### src/rtl/nx_fifo_param_pkg.sv
// Shared constants and helpers for the nx_fifo family.
package nx_fifo_pkg;

    localparam int NX_RD_SHOWAHEAD = 0;
    localparam int NX_RD_REG       = 1;

    // Occupancy counts need one extra bit so that "full" (== DEPTH) is representable.
    function automatic int nx_cnt_w(input int depth);
        return $clog2(depth) + 1;
    endfunction

    // Pointers wrap by natural binary overflow, so DEPTH must be a power of two.
    function automatic bit nx_depth_ok(input int depth);
        return (depth >= 2) && ((depth & (depth - 1)) == 0);
    endfunction

endpackage

### src/rtl/nx_fifo_param_ctrl.sv
// Pointer, occupancy and flag control for nx_fifo_param (no data path).
module nx_fifo_ctrl_param
    import nx_fifo_pkg::*;
#(
    parameter int DEPTH = 16,
    parameter int CNT_W = nx_cnt_w(DEPTH)
) (
    input  logic                       clk,
    input  logic                       rst_n,
    input  logic                       clear,
    input  logic                       wen,
    input  logic                       ren,
    input  logic [CNT_W-1:0]           af_thresh,
    input  logic [CNT_W-1:0]           ae_thresh,
    output logic                       empty,
    output logic                       full,
    output logic                       almost_full,
    output logic                       almost_empty,
    output logic [CNT_W-1:0]           used_slots,
    output logic [CNT_W-1:0]           free_slots,
    output logic                       overflow,
    output logic                       underflow,
    output logic                       ovf_sticky,
    output logic                       udf_sticky,
    output logic                       wr_acc,
    output logic                       rd_acc,
    output logic [$clog2(DEPTH)-1:0]   wptr,
    output logic [$clog2(DEPTH)-1:0]   rptr
);

    localparam int AW = $clog2(DEPTH);
    localparam logic [CNT_W-1:0] DEPTH_C = CNT_W'(DEPTH);

    logic [AW-1:0]    wptr_q, wptr_d, rptr_q, rptr_d;
    logic [CNT_W-1:0] used_q, used_d;
    logic             ovf_q, ovf_d, udf_q, udf_d;
    logic             ovfs_q, ovfs_d, udfs_q, udfs_d;

    // Flags come straight from the registered count, so they lag the access by one cycle.
    assign empty        = (used_q == '0);
    assign full         = (used_q == DEPTH_C);
    assign almost_full  = (used_q >= af_thresh);
    assign almost_empty = (used_q <= ae_thresh);
    assign used_slots   = used_q;
    assign free_slots   = DEPTH_C - used_q;
    assign overflow     = ovf_q;
    assign underflow    = udf_q;
    assign ovf_sticky   = ovfs_q;
    assign udf_sticky   = udfs_q;
    assign wptr         = wptr_q;
    assign rptr         = rptr_q;

    // Acceptance uses this cycle's flags only; clear overrides any access.
    assign wr_acc = wen & ~full & ~clear;
    assign rd_acc = ren & ~empty & ~clear;

    // Next-state for pointers, occupancy and error flags.
    always_comb begin
        wptr_d = wptr_q;
        rptr_d = rptr_q;
        used_d = used_q;
        ovf_d  = 1'b0;
        udf_d  = 1'b0;
        ovfs_d = ovfs_q;
        udfs_d = udfs_q;
        if (clear) begin
            wptr_d = '0;
            rptr_d = '0;
            used_d = '0;
            ovfs_d = 1'b0;
            udfs_d = 1'b0;
        end else begin
            if (wr_acc) wptr_d = wptr_q + AW'(1);
            if (rd_acc) rptr_d = rptr_q + AW'(1);
            if (wr_acc && !rd_acc)      used_d = used_q + CNT_W'(1);
            else if (rd_acc && !wr_acc) used_d = used_q - CNT_W'(1);
            ovf_d  = wen & full;
            udf_d  = ren & empty;
            ovfs_d = ovfs_q | ovf_d;
            udfs_d = udfs_q | udf_d;
        end
    end

    // State registers with asynchronous reset.
    always_ff @(posedge clk or negedge rst_n) begin
        if (!rst_n) begin
            wptr_q <= '0;
            rptr_q <= '0;
            used_q <= '0;
            ovf_q  <= 1'b0;
            udf_q  <= 1'b0;
            ovfs_q <= 1'b0;
            udfs_q <= 1'b0;
        end else begin
            wptr_q <= wptr_d;
            rptr_q <= rptr_d;
            used_q <= used_d;
            ovf_q  <= ovf_d;
            udf_q  <= udf_d;
            ovfs_q <= ovfs_d;
            udfs_q <= udfs_d;
        end
    end

endmodule

### src/rtl/nx_fifo_param.sv
// Parametrised single-clock FIFO: storage array plus show-ahead or registered read port.
module nx_fifo_param
    import nx_fifo_pkg::*;
#(
    parameter int WIDTH     = 8,
    parameter int DEPTH     = 16,
    parameter int RDATA_REG = 0,
    parameter int CNT_W     = nx_cnt_w(DEPTH)
) (
    input  logic             clk,
    input  logic             rst_n,
    input  logic             clear,
    input  logic             wen,
    input  logic [WIDTH-1:0] wdata,
    input  logic             ren,
    input  logic [CNT_W-1:0] af_thresh,
    input  logic [CNT_W-1:0] ae_thresh,
    output logic [WIDTH-1:0] rdata,
    output logic             rvalid,
    output logic             empty,
    output logic             full,
    output logic             almost_full,
    output logic             almost_empty,
    output logic [CNT_W-1:0] used_slots,
    output logic [CNT_W-1:0] free_slots,
    output logic             overflow,
    output logic             underflow,
    output logic             ovf_sticky,
    output logic             udf_sticky
);

    localparam int AW = $clog2(DEPTH);

    if (!nx_depth_ok(DEPTH)) begin : g_depth_chk
        $error("nx_fifo_param: DEPTH must be a power of two >= 2");
    end

    logic             wr_acc, rd_acc;
    logic [AW-1:0]    wptr, rptr;
    logic [WIDTH-1:0] mem_q [DEPTH];
    logic [WIDTH-1:0] head;
    logic [WIDTH-1:0] rdata_q, rdata_d;
    logic             rvalid_q, rvalid_d;

    nx_fifo_ctrl_param #(
        .DEPTH (DEPTH),
        .CNT_W (CNT_W)
    ) u_ctrl (
        .clk          (clk),
        .rst_n        (rst_n),
        .clear        (clear),
        .wen          (wen),
        .ren          (ren),
        .af_thresh    (af_thresh),
        .ae_thresh    (ae_thresh),
        .empty        (empty),
        .full         (full),
        .almost_full  (almost_full),
        .almost_empty (almost_empty),
        .used_slots   (used_slots),
        .free_slots   (free_slots),
        .overflow     (overflow),
        .underflow    (underflow),
        .ovf_sticky   (ovf_sticky),
        .udf_sticky   (udf_sticky),
        .wr_acc       (wr_acc),
        .rd_acc       (rd_acc),
        .wptr         (wptr),
        .rptr         (rptr)
    );

    // Storage is deliberately left unreset; only accepted writes touch it.
    always_ff @(posedge clk) begin
        if (wr_acc) mem_q[wptr] <= wdata;
    end

    assign head     = mem_q[rptr];
    assign rdata_d  = rd_acc ? head : rdata_q;
    assign rvalid_d = rd_acc;

    // Registered read port; rdata holds between reads.
    always_ff @(posedge clk or negedge rst_n) begin
        if (!rst_n) begin
            rdata_q  <= '0;
            rvalid_q <= 1'b0;
        end else begin
            rdata_q  <= rdata_d;
            rvalid_q <= rvalid_d;
        end
    end

    // Mode is a constant select: show-ahead presents the head word, zero when empty.
    assign rdata  = (RDATA_REG == NX_RD_REG) ? rdata_q  : (empty ? '0 : head);
    assign rvalid = (RDATA_REG == NX_RD_REG) ? rvalid_q : ~empty;

endmodule
### config.mk
export PLATFORM = sky130hd
export DESIGN_NAME = nx_fifo_param
export DESIGN_NICKNAME = d
export VERILOG_FILES = /design/src/rtl/nx_fifo_param_pkg.sv /design/src/rtl/nx_fifo_param_ctrl.sv /design/src/rtl/nx_fifo_param.sv
export SDC_FILE = /design/constraint.sdc
export NUM_CORES = 1
export LEC_CHECK = 0
export ABC_CLOCK_PERIOD_IN_PS = 5600
export CAP_MARGIN = 0
export CORE_UTILIZATION = 28
export CTS_BUF_LIST = sky130_fd_sc_hd__clkbuf_4
export DETAILED_ROUTE_END_ITERATION = 7
export PLACE_DENSITY_LB_ADDON = 0.12
export SYNTH_ARGS = -nofsm -noshare
export SYNTH_HDL_FRONTEND = slang
export SYNTH_SLANG_ARGS = --single-unit
### constraint.sdc
create_clock -name clk -period 5.6 [get_ports clk]
set_clock_uncertainty 0.15 [all_clocks]
set_input_delay 1.12 -clock clk [delete_from_list [all_inputs] [get_ports clk]]
set_output_delay 1.12 -clock clk [all_outputs]
set_load 0.01 [all_outputs]
### After elaboration in Yosys (flattened, before gate mapping)

Memory sizes are Yosys's and may differ from the RTL's.
Cells that the tools add are included.
W data, S select, Z words.

| storage, ports and cells | value |
|---|---|
| register bits after elaboration | 17 |
| bits in latches | 0 |
| RAM bits | 128 |
| memory bits (read-only) | 0 |
| input bits | 23 |
| output and inout port bits | 27 |
| memories kept | 1 |

Memories:

| name | depth | width | rd ports | clocked after Yosys merged registers in | write ports | line | source |
|---|---|---|---|---|---|---|---|
| mem_q | 16 | 8 | 1 | 0 | 1 | nx_fifo_param.sv:40 | `logic [WIDTH-1:0] mem_q [DEPTH];` |

| operators by class | value |
|---|---|
| add/sub/neg operators | 5 |
| multipliers | 0 |
| divide/modulo/power cells | 0 |
| magnitude comparators | 2 |
| equality and inequality tests | 1 |
| shift operators | 0 |
| mux-type cells | 14 |
| bitwise gates (word level) | 11 |
| reduce and logical (&&, ||, !) cells | 8 |

Operators by type and width:

| cell | number |
|---|---|
| $mux W4 | 4 |
| $mux W5 | 3 |
| $add A4 B1 Y4 const B | 2 |
| $mux W8 | 1 |
| $and A1 B1 Y1 | 6 |
| $mux W1 | 6 |
| $add A5 B1 Y5 const B | 1 |
| $eq A5 B5 Y1 const B | 1 |
| $ge A5 B5 Y1 | 1 |
| $le A5 B5 Y1 | 1 |
| $logic_not A5 Y1 | 1 |
| $sub A5 B1 Y5 const B | 1 |
| $sub A5 B5 Y5 const A | 1 |
| $reduce_bool A2 Y1 | 2 |
| $not A1 Y1 | 3 |
| $reduce_bool A3 Y1 | 1 |
| $logic_and A1 B1 Y1 | 2 |
| $logic_not A1 Y1 | 2 |
| $or A1 B1 Y1 | 2 |

### Depth between registers and ports, before layout

Gate-level depths: netlist of run 1.

| logic depth | value |
|---|---|
| depth in word-level cells | 9 |
| mapped depth | 13 |

### Cells and area by module

From an unflattened synthesis of run 1, not the netlist that was laid out.

| unflattened totals | value |
|---|---|
| cell total of the unflattened synthesis | 361 |
| area total of the unflattened synthesis | 6204.7 sq um |

Modules (own cells, without submodules):

| module | instances | cells each | area each (sq um) | sequential area each (sq um) |
|---|---|---|---|---|
| nx_fifo_param | 1 | 229 | 4994.8 | 3843.7 |
| nx_fifo_ctrl_param | 1 | 132 | 1209.9 | 425.4 |

### Least setup slack after synthesis of run 1

Ideal clock, no wire load.

| timing | value |
|---|---|
| path type | reg2out |
| start | register u_ctrl.used_q[0], in the netlist u_ctrl.used_slots[0] |
| end | output port rdata[2] |
| data arrival time | 2.148 ns |
| data required time | 4.330 ns |
| path slack | 2.182 ns |
| cell stages (with the launch flop) | 10 |
| path through | dfrtp_1 > inv_1 > ha_1 > nor3b_1 > ha_1 > or2_2 > clkbuf_1 > a311oi_1 > o21ai_1 > nand2_1 |

| between the ends | value |
|---|---|
| word-level cells in the longest chain between the ends | 2 |

RTL lines:

| item | line | source |
|---|---|---|
| start, declared | nx_fifo_param_ctrl.sv:35 | `logic [CNT_W-1:0] used_q, used_d;` |
| start signal, assigned | nx_fifo_param_ctrl.sv:97 | `used_q <= used_d;` |
| $logic_not A5 Y1 | nx_fifo_param_ctrl.sv:40 | `assign empty = (used_q == '0);` |
| net empty | nx_fifo_param.sv:20 | `output logic empty,` |
| $mux W8 | nx_fifo_param.sv:93 | `assign rdata = (RDATA_REG == NX_RD_REG) ? rdata_q : (empty ? '0 : head);` |
| end, declared | nx_fifo_param.sv:18 | `output logic [WIDTH-1:0] rdata,` |

The timed path passes the listed nets, and every way through them passes these cells.

### Final worst setup path of run 1

| timing | value |
|---|---|
| start | register u_ctrl.used_q[0], in the netlist u_ctrl.used_slots[0] |
| end | output port rdata[2] |

| between the ends | value |
|---|---|
| word-level cells in the longest chain between the ends | 2 |

RTL lines:

| item | line |
|---|---|
| $logic_not A5 Y1 | nx_fifo_param_ctrl.sv:40 |
| $mux W8 | nx_fifo_param.sv:93 |

Every way passes these cells.

==> Implementation_results.wiki, run 1 <==
{| class="wikitable"
! Metric !! Value
|-
| Core region area || 0.0219 sq mm
|-
| Reported leakage power || 2.51 nW
|-
| Iteration count of the initial detailed-routing pass || 5
|-
| Library cell appearing most often on the critical path || ha_1
|-
| Flip-flop and latch count after synthesis || 145
|-
| Buffer count from post-CTS setup fixing || 0
|-
| Critical Setup Path Class || reg2out
|-
| IR Drop Worst-Case VDD || 0.000158 V
|-
| Multiplexer fraction of the synthesized cell area || 0.123
|-
| Area share of fa/ha/maj cells after synthesis || 0.0471
|-
| Clock sink total || 145
|-
| Final core utilization || 0.337
|-
| Unique cell type count in the Yosys netlist || 41
|-
| Detail-routed net length per standard cell || 19.0 microns
|-
| Gate count after technology mapping || 376
|-
| Resized cells post-CTS || 0
|-
| Required arrival time at the worst endpoint || 4.33 ns
|-
| Commonest cells post-synth || edfxtp_1 (128), nor2_1 (33), mux4_2 (28)
|-
| Ys Warns || 0
|-
| Total die area || 0.0230 sq mm
|-
| Area share of and/or/nand/nor cells after synthesis || 0.0622
|-
| Top post-synthesis cells by area || edfxtp_1 (61%), mux4_2 (10%), dfrtp_1 (6.8%), ha_1 (4.4%), mux2i_1 (2.2%)
|-
| Count of nets after finishing || 479
|-
| Root Buffer || clkbuf_4
|-
| Cts bufs inserted || 17
|-
| HPWL after DPL || 9.00 mm
|-
| Reg clk slew, reported paths || 0.12 ns
|-
| Final Hold Viols || 0
|-
| DRC violation count after routing || 0
|-
| Achievable frequency || 213 MHz
|-
| IO buf count || 49
|-
| Max-cap violation count || 0
|-
| Number of rows in the core area || 54
|-
| Final worst path period share || 0.838
|-
| Signed area change from the synthesized netlist to the final layout || 17.7%
|-
| Most frequent cell after synthesis || edfxtp_1
|-
| Combined area of all synthesized cells || 0.00627 sq mm
|-
| Hold Crit Class || reg2reg
|-
| Area share of the largest cell type after synthesis || 0.613
|-
| Most area-hungry cell type in the Yosys netlist || edfxtp_1
|-
| Tmin final || 4.69 ns
|-
| Family of cells with the greatest summed delay on the critical path || simple AND/OR/NAND/NOR gates
|-
| Deepest level of the CTS H-tree || 4
|-
| Proportion of synthesized chip area in sequential cells || 0.680
|-
| Hold-fix buffer count after cts || 0
|-
| Critical Path Start Type || register
|-
| Overall via count from detail_route || 3,298
|-
| Commonest register cell after synthesis || edfxtp_1
|-
| Final setup TNS || 0 ns
|-
| Number of global-route vias before repair || 3,420
|-
| Mean number of vias per cell || 4.54
|-
| Die Wd || 152 microns
|-
| Effective utilization at floorplan || 0.287
|-
| CTS tree || built
|-
| Pwr per Cell Area || 406 mW/mm^2
|-
| Combinational family with the most area after synthesis || multiplexers
|-
| I/O pin cnt || 50
|-
| Kind of capture point of the worst setup path || output pin
|-
| Count of pins over their slew limit || 0
|-
| Standard cell with the maximum stage delay on the critical path || clkdlybuf4s50_1
|-
| Global-route total usage across every layer || 0.130
|-
| Chain of cells forming the critical path || inv_1, ha_1, nor3b_1, ha_1, or2_2, a311oi_1, o21ai_1, nand2_1, clkdlybuf4s50_1
|-
| Synth async-reset ratio || 0.117
|-
| Total gr overflow || 0
|-
| Syn Nets || 422
|-
| Post-synthesis average cell area || 16.7 sq um
|-
| Unrepaired setup endpoints after global routing || no
|-
| Final weighted congestion in routability-driven placement || 0.725
|-
| Relative max-transition margin || 0.255
|-
| Run status || finished clean
|-
| Number of buffer and inverter instances along the worst setup path || 2
|-
| Compound-cell area share of the yosys netlist || 0.0383
|-
| Routed wire length || 13.8 mm
|-
| Stage delay of the slowest cell on the critical path || 0.54 ns
|-
| Max Fanout on Critical Path || 8
|-
| Count of flip-flops with a built-in enable after synthesis || 128
|-
| Proportion of layout cells with a drive suffix above 1 || 0.160
|-
| Die extent in y || 152 microns
|-
| Maximum number of pins on one net before global-route repair || 44
|-
| Worst Max-Slew Pin Slew || 1.11 ns
|-
| Setup Viol. Count Final || 0
|-
| ANT nets after route || 0
|-
| Post-Synth XOR/XNOR Area || 0.0179
|-
| Buffer depth of the longest clock path || 2
|-
| First-pass GRT wire length || 20.8 mm
|-
| Number of DRC markers after the initial detailed-route iteration || 137
|-
| Worst-skew pair later-pin latency || 0.52 ns
|-
| Data arrival at the endpoint of the critical path || 3.42 ns
|-
| Initial antenna violation count || 1
|}
worst paths after layout:
path	startpoint	endpoint	slack, ns	depth (start not counted)
setup / recovery	u_ctrl.used_slots[0]$_DFFE_PN0P_	rdata[2]	0.91	9
hold / removal	u_ctrl.udf_sticky$_DFF_PN0_	u_ctrl.udf_sticky$_DFF_PN0_	0.36	1
setup reg to reg	u_ctrl.used_slots[0]$_DFFE_PN0P_	u_ctrl.used_slots[4]$_DFFE_PN0P_	2.01	13
hold reg to reg	u_ctrl.udf_sticky$_DFF_PN0_	u_ctrl.udf_sticky$_DFF_PN0_	0.36	1
max in group asynchronous	rst_n	u_ctrl.rptr[0]$_DFFE_PN0P_	3.80	1
min in group asynchronous	rst_n	u_ctrl.rptr[1]$_DFFE_PN0P_	0.93	1
routing by layer:
layer  share of wire  global-route usage
met5               0                   0
met4          0.0072              0.0386
met3           0.032              0.0326
met2            0.50               0.208
met1            0.46               0.173
final cells by class:
type	count	area (sq um)
antenna	2	5.00
clock buffer	20	150
clock inverter	11	179
fill	2175	14500
inverter	17	63.8
multi-input combinational	197	1820
sequential	145	4270
tap	280	350
timing repair buffer	55	548
flip-flops by register name (all words and copies together) (netlist names):
name / flops
u_ctrl.ovf_sticky: 1
u_ctrl.used_slots: 5
u_ctrl.udf_sticky: 1
u_ctrl.rptr: 4
mem_q: 128
u_ctrl.wptr: 4
u_ctrl.overflow: 1
u_ctrl.underflow: 1
layout by cell type (no fill, tap or decap), drive strengths merged, types with 3 or more instances in the layout:
cell           instances
edfxtp               128
a311oi                 4
and3                   5
mux4                  28
a211oi                 5
a22oi                  3
bufinv                 4
inv                   20
a21oi                  9
ha                    22
xnor2                  7
clkdlybuf4s50         49
o21ai                  6
nor2b                  8
clkbuf                20
nor2                  33
xor2                   5
nand2b                 6
o22ai                  4
buf                    6
nor3                   6
dfrtp                 17
nand2                 19
mux2i                 14
report_power, final:
part	total, mW	switching [mW]	internal (mW)
sequential	1.28	0.0649	1.22
combinational	0.970	0.464	0.506
clock	0.749	0.376	0.373
metrics by stage:
stage | power [mW] | hold WS (ns) | worst slack, ns | cells | instance area (sq um)
after floorplan | 1.92 | 0.370 | 2.18 | 376 | 6270
after global placement | 2.29 | 0.318 | 1.32 | 694 | 7050
after detailed placement | 2.30 | 0.338 | 1.23 | 694 | 7050
after CTS | 3.05 | 0.366 | 0.796 | 725 | 7380
after global routing | 3.17 | 0.370 | 0.629 | 727 | 7390
final | 3.00 | 0.356 | 0.908 | 727 | 7390
kinds of logic (layout without fill, tap and decap cells):
logic type,Yosys count,after routing
AND/OR/NAND/NOR,84,84
XOR/XNOR,12,12
buffers and inverters,34,103
multiplexers,42,42
AO/OA/AOI/OAI,36,36
other,0,2
flip-flops,145,145
adder cells (fa/ha/maj),23,23
Note: power is estimated with default switching activity, not from simulation.
==> run 2: changes to the inputs <==
--- a/config.mk
+++ b/config.mk
@@ -5,7 +5,7 @@
 export SDC_FILE = /design/constraint.sdc
 export NUM_CORES = 1
 export LEC_CHECK = 0
-export ABC_CLOCK_PERIOD_IN_PS = 5600
+export ABC_CLOCK_PERIOD_IN_PS = 4300
 export CAP_MARGIN = 0
 export CORE_UTILIZATION = 28
 export CTS_BUF_LIST = sky130_fd_sc_hd__clkbuf_4
==> constraint.sdc (replaced) <==
create_clock -name clk -period 4.3 [get_ports clk]
set_clock_uncertainty 0.15 [all_clocks]
set_input_delay 0.86 -clock clk [delete_from_list [all_inputs] [get_ports clk]]
set_output_delay 0.86 -clock clk [all_outputs]
set_load 0.01 [all_outputs]
==> Implementation_results.wiki, run 2 (synthesis gave the netlist of run 1 again) <==
{| class="wikitable"
! Metric !! Value
|-
| Run status || finished clean
|-
| Unrepaired setup endpoints after global routing || no
|-
| Combinational Power Share || 0.342 (+0.019)
|-
| Achievable frequency || 245 MHz
|-
| Tmin final || 4.08 ns
|-
| Most frequent standard cell in the layout excluding fill and tap cells || edfxtp_1
|-
| Required arrival time at the worst endpoint || 3.29 ns (-1.04 ns)
|-
| CTS tree || built
|-
| Critical Path Start Type || register
|-
| DRC violation count after routing || 0 (unchanged)
|-
| Pwr per Cell Area || 515 mW/mm^2 (+27%)
|-
| Post-placement cell count || 710 (+2.3%)
|-
| Reg clk slew, reported paths || 0.12 ns (about the same)
|-
| I/O pin cnt || 50 (unchanged)
|-
| Fraction of power consumed by the clock network || 0.226 (-0.024)
|-
| Worst Max-Slew Pin Slew || 0.811 ns (-0.303 ns)
|-
| Number of rows in the core area || 54 (unchanged)
|-
| Critical Setup Path Class || reg2out
|-
| Layer carrying the most global-route usage || met2
|-
| Deepest level of the CTS H-tree || 4 (unchanged)
|-
| Reported leakage power || 2.60 nW (+3.8%)
|-
| Core region area || 0.0219 sq mm (unchanged)
|-
| Routed wire length || 14.0 mm (+0.93%)
|-
| HPWL after DPL || 9.36 mm (+4.0%)
|-
| Internal Dissipation || 2.65 mW (+27%)
|-
| Detail-routed net length per standard cell || 18.7 microns (-1.9%)
|-
| Max Fanout on Critical Path || 7 (-1)
|-
| IO buf count || 49 (unchanged)
|-
| Worst-skew pair later-pin latency || 0.53 ns (about the same)
|-
| Effective utilization at floorplan || 0.287 (unchanged)
|-
| Final setup TNS || 0 ns (unchanged)
|-
| Iteration count of the initial detailed-routing pass || 4 (-1)
|-
| Sequential share of power || 0.432 (+0.005)
|-
| Top reg by flops || mem_q
|-
| Reg2reg setup slack || 0.82 ns (-1.19 ns)
|-
| Total die area || 0.0230 sq mm (unchanged)
|-
| Max-cap violation count || 0 (unchanged)
|-
| DP Area || 0.00716 sq mm (+1.6%)
|-
| Standard cell with the maximum stage delay on the critical path || clkdlybuf4s50_1
|-
| Buffer depth of the longest clock path || 2 (unchanged)
|-
| Global-route total usage across every layer || 0.132 (+0.00172)
|-
| Number of global-route vias before repair || 3,438 (+0.53%)
|-
| Final weighted congestion in routability-driven placement || 0.729 (+0.43%)
|-
| IR Drop Worst-Case VDD || 0.000208 V (+32%)
|-
| Signed area change from the synthesized netlist to the final layout || 20.1%
|-
| Final Hold Viols || 0 (unchanged)
|-
| Total gr overflow || 0 (unchanged)
|-
| Kind of capture point of the worst setup path || output pin
|-
| Die Wd || 152 microns (unchanged)
|-
| Overall via count from detail_route || 3,418 (+3.6%)
|-
| Root Buffer || clkbuf_4
|-
| Global-route track usage on met3 || 0.0284 (-0.00419)
|-
| Cts bufs inserted || 17 (unchanged)
|-
| Data arrival at the endpoint of the critical path || 3.07 ns (-0.35 ns)
|-
| PnR worst setup slack || 0.216 ns (-0.692 ns)
|-
| Hold Crit Class || reg2reg
|-
| Die extent in y || 152 microns (unchanged)
|-
| Met2 global-route usage || 0.200 (-0.00750)
|-
| Relative max-transition margin || 0.458 (+0.203)
|-
| Psw || 1.23 mW (+36%)
|-
| Proportion of total power due to net switching || 0.317 (+0.0152)
|-
| Post-route cell area || 0.00753 sq mm (+2.0%)
|-
| Final worst path period share || 0.950
|-
| Initial antenna violation count || 1 (unchanged)
|-
| Count of pins over their slew limit || 0 (unchanged)
|-
| Post-layout instance count excluding filler cells || 748 (+2.9%)
|-
| Mean number of vias per cell || 4.57 (+0.73%)
|-
| Proportion of layout cells with a drive suffix above 1 || 0.209 (+0.0491)
|-
| Clock sink total || 145 (unchanged)
|-
| Flip-flop count of the largest register, all copies and words added || 128 (unchanged)
|-
| Power after layout || 3.88 mW (+29%)
|-
| ANT nets after route || 0 (unchanged)
|-
| Most frequent cells in the layout || edfxtp_1 (128), clkdlybuf4s50_1 (48), nor2_1 (33)
|-
| Chain of cells forming the critical path || inv_1, ha_1, nor3b_2, ha_1, or2_4, a311oi_2, o21ai_1, nand2_1, clkdlybuf4s50_1
|-
| First-pass GRT wire length || 21.1 mm (+1.2%)
|-
| Maximum number of pins on one net before global-route repair || 36 (-18%)
|-
| Setup Viol. Count Final || 0 (unchanged)
|-
| Number of DRC markers after the initial detailed-route iteration || 204 (+49%)
|-
| Library cell appearing most often on the critical path || ha_1
|-
| Count of nets after finishing || 499 (+4.2%)
|-
| Met1 track demand over resource || 0.183 (+0.0100)
|-
| Pre-CTS worst setup slack || 0.385 ns (-0.844 ns)
|-
| Stage delay of the slowest cell on the critical path || 0.53 ns (about the same)
|}
[run 2: path summary, 6_finish.rpt]
kind	from	end	cells after the start
worst min-delay path	u_ctrl.udf_sticky$_DFF_PN0_	u_ctrl.udf_sticky$_DFF_PN0_	1
worst max-delay path	u_ctrl.used_slots[0]$_DFFE_PN0P_	rdata[3]	9
worst min register to register	u_ctrl.udf_sticky$_DFF_PN0_	u_ctrl.udf_sticky$_DFF_PN0_	1
worst max register to register	u_ctrl.used_slots[0]$_DFFE_PN0P_	u_ctrl.used_slots[4]$_DFFE_PN0P_	13
max in group asynchronous	rst_n	u_ctrl.rptr[0]$_DFFE_PN0P_	1
min in group asynchronous	rst_n	u_ctrl.used_slots[0]$_DFFE_PN0P_	1
[run 2: power groups by stage]
stage	Clock (mW)	Sequential, mW	Combinational (mW)
4_1_cts	0.911	1.69	1.31
2_1_floorplan	0	1.67	0.832
3_5_place_dp	0	1.72	1.29
5_1_grt	0.972	1.69	1.45
6_report	0.876	1.68	1.33
3_3_place_gp	0	1.72	1.28
[run 2: metrics by stage]
step                utilization  hold slack (ns)
floorplan                     -            0.370
global placement          0.327            0.322
detailed placement        0.327            0.339
CTS                       0.341            0.367
global route              0.344            0.376
finish                    0.344            0.354
[run 2: layout make-up]
class                           count  area, sq um
Clock buffer                       18          135
Inverter                           17         63.8
Sequential cell                   145         4270
Multi-Input combinational cell    197         1850
Clock inverter                     13          153
Timing Repair Buffer               75          701
Antenna cell                        3         7.51
Tap cell                          280          350
Fill cell                        2127        14400
[run 2: routing by layer]
metal / part of all wire / vias up
met1: 0.47 / 1749
met3: 0.038 / 12
met5: 0 / -
li1: - / 1597
met2: 0.48 / 60
met4: 0.014 / 0
[run 2: repair_timing]
item | in CTS | in global routing
endpoints found under the hold margin | 0 | 0
hold buffers | 0 | 0
setup buffers | 0 | 4
pin swaps | 0 | 1
resized for setup | 7 | 4
setup endpoints to repair | 5 | 4
[run 2: critical path: cells and delay by family, from the launching register on]
family | cells | cell delay, ns
buf+inv | 2 | 0.63
fa+ha+maj | 2 | 0.46
simple gates | 3 | 0.57
flops | 1 | 0.43
compound gates | 2 | 0.45
==> run 3: changes to the inputs <==
--- a/config.mk
+++ b/config.mk
@@ -7,6 +7,7 @@
 export LEC_CHECK = 0
 export ABC_CLOCK_PERIOD_IN_PS = 4300
 export CAP_MARGIN = 0
+export CORE_ASPECT_RATIO = 0.75
 export CORE_UTILIZATION = 28
 export CTS_BUF_LIST = sky130_fd_sc_hd__clkbuf_4
 export DETAILED_ROUTE_END_ITERATION = 7
@@ -14,3 +15,4 @@
 export SYNTH_ARGS = -nofsm -noshare
 export SYNTH_HDL_FRONTEND = slang
 export SYNTH_SLANG_ARGS = --single-unit
+export TNS_END_PERCENT = 10
==> Implementation_results.wiki, run 3 (synthesis gave the netlist of run 1 again) <==
{| class="wikitable"
! Metric !! Value
|-
| Worst-skew pair later-pin latency || 0.53 ns (about the same)
|-
| Most frequent cells in the layout || edfxtp_1 (128), clkdlybuf4s50_1 (48), nor2_1 (33)
|-
| Mean number of vias per cell || 4.55 (-0.35%)
|-
| Number of global-route vias before repair || 3,602 (+4.8%)
|-
| Reg clk slew, reported paths || 0.13 ns (about the same)
|-
| Stage delay of the slowest cell on the critical path || 0.53 ns (about the same)
|-
| Count of pins over their slew limit || 0 (unchanged)
|-
| Deepest level of the CTS H-tree || 4 (unchanged)
|-
| IO buf count || 49 (unchanged)
|-
| Die extent in y || 132 microns (-13%)
|-
| Hold-fix buffer count after cts || 0 (unchanged)
|-
| DRC violation count after routing || 0 (unchanged)
|-
| Standard cell with the maximum stage delay on the critical path || clkdlybuf4s50_1
|-
| Most frequent standard cell in the layout excluding fill and tap cells || edfxtp_1
|-
| Proportion of layout cells with a drive suffix above 1 || 0.204 (-0.00430)
|-
| Total die area || 0.0230 sq mm (about the same)
|-
| Setup Viol. Count Final || 0 (unchanged)
|-
| Post-route cell area || 0.00754 sq mm (+0.13%)
|-
| Final worst path period share || 0.954 (+0.00421)
|-
| Number of inserted diodes || 0 (-3)
|-
| Clock sink total || 145 (unchanged)
|-
| Flip-flop count of the largest register, all copies and words added || 128 (unchanged)
|-
| Storage cell area || 0.00427 sq mm (unchanged)
|-
| Iteration count of the initial detailed-routing pass || 4 (unchanged)
|-
| Pwr per Cell Area || 518 mW/mm^2 (+0.54%)
|-
| Stages on the worst setup path || 9 (unchanged)
|-
| First-pass GRT wire length || 22.7 mm (+7.8%)
|-
| I/O pin cnt || 50 (unchanged)
|-
| Achievable frequency || 244 MHz (-0.44%)
|-
| Number of DRC markers after the initial detailed-route iteration || 242 (+19%)
|-
| Core region area || 0.0220 sq mm (+0.47%)
|-
| Die Wd || 175 microns (+15%)
|-
| Top reg by flops || mem_q
|-
| Hold Path Cell Cnt || 1 (unchanged)
|-
| Final weighted congestion in routability-driven placement || 0.720 (-1.2%)
|-
| Buffer depth of the longest clock path || 2 (unchanged)
|-
| Maximum number of pins on one net before global-route repair || 20 (-44%)
|-
| Multi-input logic area || 0.00184 sq mm (-0.34%)
|-
| ANT nets after route || 0 (unchanged)
|-
| Critical Setup Path Class || reg2out
|-
| Total gr overflow || 0 (unchanged)
|-
| Routed wire length || 14.9 mm (+7.0%)
|-
| Number of rows in the core area || 47 (-13%)
|-
| Max Fanout on Critical Path || 7 (unchanged)
|-
| Initial antenna violation count || 0 (-1)
|-
| Run status || finished clean
|-
| HPWL after DPL || 9.90 mm (+5.8%)
|-
| Final core utilization || 0.343 (-0.00115)
|-
| Tmin final || 4.10 ns (+0.0181 ns)
|-
| Signed area change from the synthesized netlist to the final layout || 20.2%
|-
| Overall via count from detail_route || 3,456 (+1.1%)
|-
| Unrepaired setup endpoints after global routing || no
|-
| Count of nets after finishing || 498 (-0.20%)
|-
| Detail-routed net length per standard cell || 19.7 microns (+5.4%)
|-
| Critical Path Start Type || register
|-
| Effective utilization at floorplan || 0.285 (-0.00134)
|-
| Hold Crit Class || reg2reg
|-
| Chain of cells forming the critical path || inv_1, ha_1, nor3b_2, ha_2, or2_2, a311oi_1, a22oi_1, nand2_1, clkdlybuf4s50_1
|-
| Data arrival at the endpoint of the critical path || 3.09 ns (+0.02 ns)
|-
| Final Hold Viols || 0 (unchanged)
|-
| Number of cells traversed by the worst register-to-register path || 13 (unchanged)
|-
| Global-route total usage across every layer || 0.138 (+0.00654)
|-
| CTS tree || built
|-
| Family of cells with the greatest summed delay on the critical path || simple AND/OR/NAND/NOR gates
|-
| Worst Max-Slew Pin Slew || 0.825 ns (+0.0145 ns)
|-
| IR Drop Worst-Case VDD || 0.000151 V (-28%)
|-
| Root Buffer || clkbuf_4
|-
| Cts bufs inserted || 17 (unchanged)
|-
| Relative max-transition margin || 0.448 (-0.00971)
|-
| Required arrival time at the worst endpoint || 3.29 ns (about the same)
|-
| DP Area || 0.00720 sq mm (+0.52%)
|-
| Fill count || 2,157 (+1.4%)
|-
| Number of buffer and inverter instances along the worst setup path || 2 (unchanged)
|-
| Reported leakage power || 2.60 nW (-0.11%)
|-
| Kind of capture point of the worst setup path || output pin
|-
| Max-cap violation count || 0 (unchanged)
|-
| Final setup TNS || 0 ns (unchanged)
|}
==> run 3: stage by stage <==
stage	total power [mW]	setup slack, ns	hold slack, ns	instances
5_1_grt	4.14	0.0250	0.401	759
4_1_cts	3.96	0.0457	0.355	759
3_5_place_dp	3.05	0.370	0.325	725
6_report	3.91	0.198	0.349	759
2_1_floorplan	2.51	1.03	0.370	376
3_3_place_gp	3.05	0.424	0.318	725
==> run 3: path summary, 6_finish.rpt <==
path                                                       start                               end  slack [ns]
worst max-delay path            u_ctrl.used_slots[0]$_DFFE_PN0P_                          rdata[5]        0.20
worst min register to register       u_ctrl.udf_sticky$_DFF_PN0_       u_ctrl.udf_sticky$_DFF_PN0_        0.35
max in group asynchronous                                  rst_n        u_ctrl.rptr[0]$_DFFE_PN0P_        2.80
min in group asynchronous                                  rst_n  u_ctrl.used_slots[3]$_DFFE_PN0P_        0.63
worst min-delay path                 u_ctrl.udf_sticky$_DFF_PN0_       u_ctrl.udf_sticky$_DFF_PN0_        0.35
worst max register to register  u_ctrl.used_slots[0]$_DFFE_PN0P_  u_ctrl.used_slots[4]$_DFFE_PN0P_        0.86
==> run 3: metal layers <==
metal | track usage | vias up | part of all wire
met2 | 0.199 | 59 | 0.44
met4 | 0.0430 | 0 | 0.013
met3 | 0.0310 | 14 | 0.043
met5 | 0 | - | 0
li1 | - | 1589 | -
met1 | 0.205 | 1794 | 0.51
==> run 3: cell type report <==
class                      count  area share
clock buffer                  18      0.0179
clock inverter                14      0.0204
inverter                      17     0.00846
multi-input combinational    197       0.244
sequential                   145       0.567
tap                          294      0.0488
timing repair buffer          74      0.0936
==> run 3: power by group <==
part	switching (mW)	leakage [nW]	internal, mW
registers	0.100	1.38	1.59
logic	0.634	1.07	0.705
clock network	0.525	0.151	0.359
total	1.26	2.60	2.65
==> run 3: timing repair <==
action / in CTS / in global routing
resized for setup: 4 / 5
pin swaps: 0 / 1
endpoints found under the setup margin: 4 / 4
buffers inserted: 2 / 0
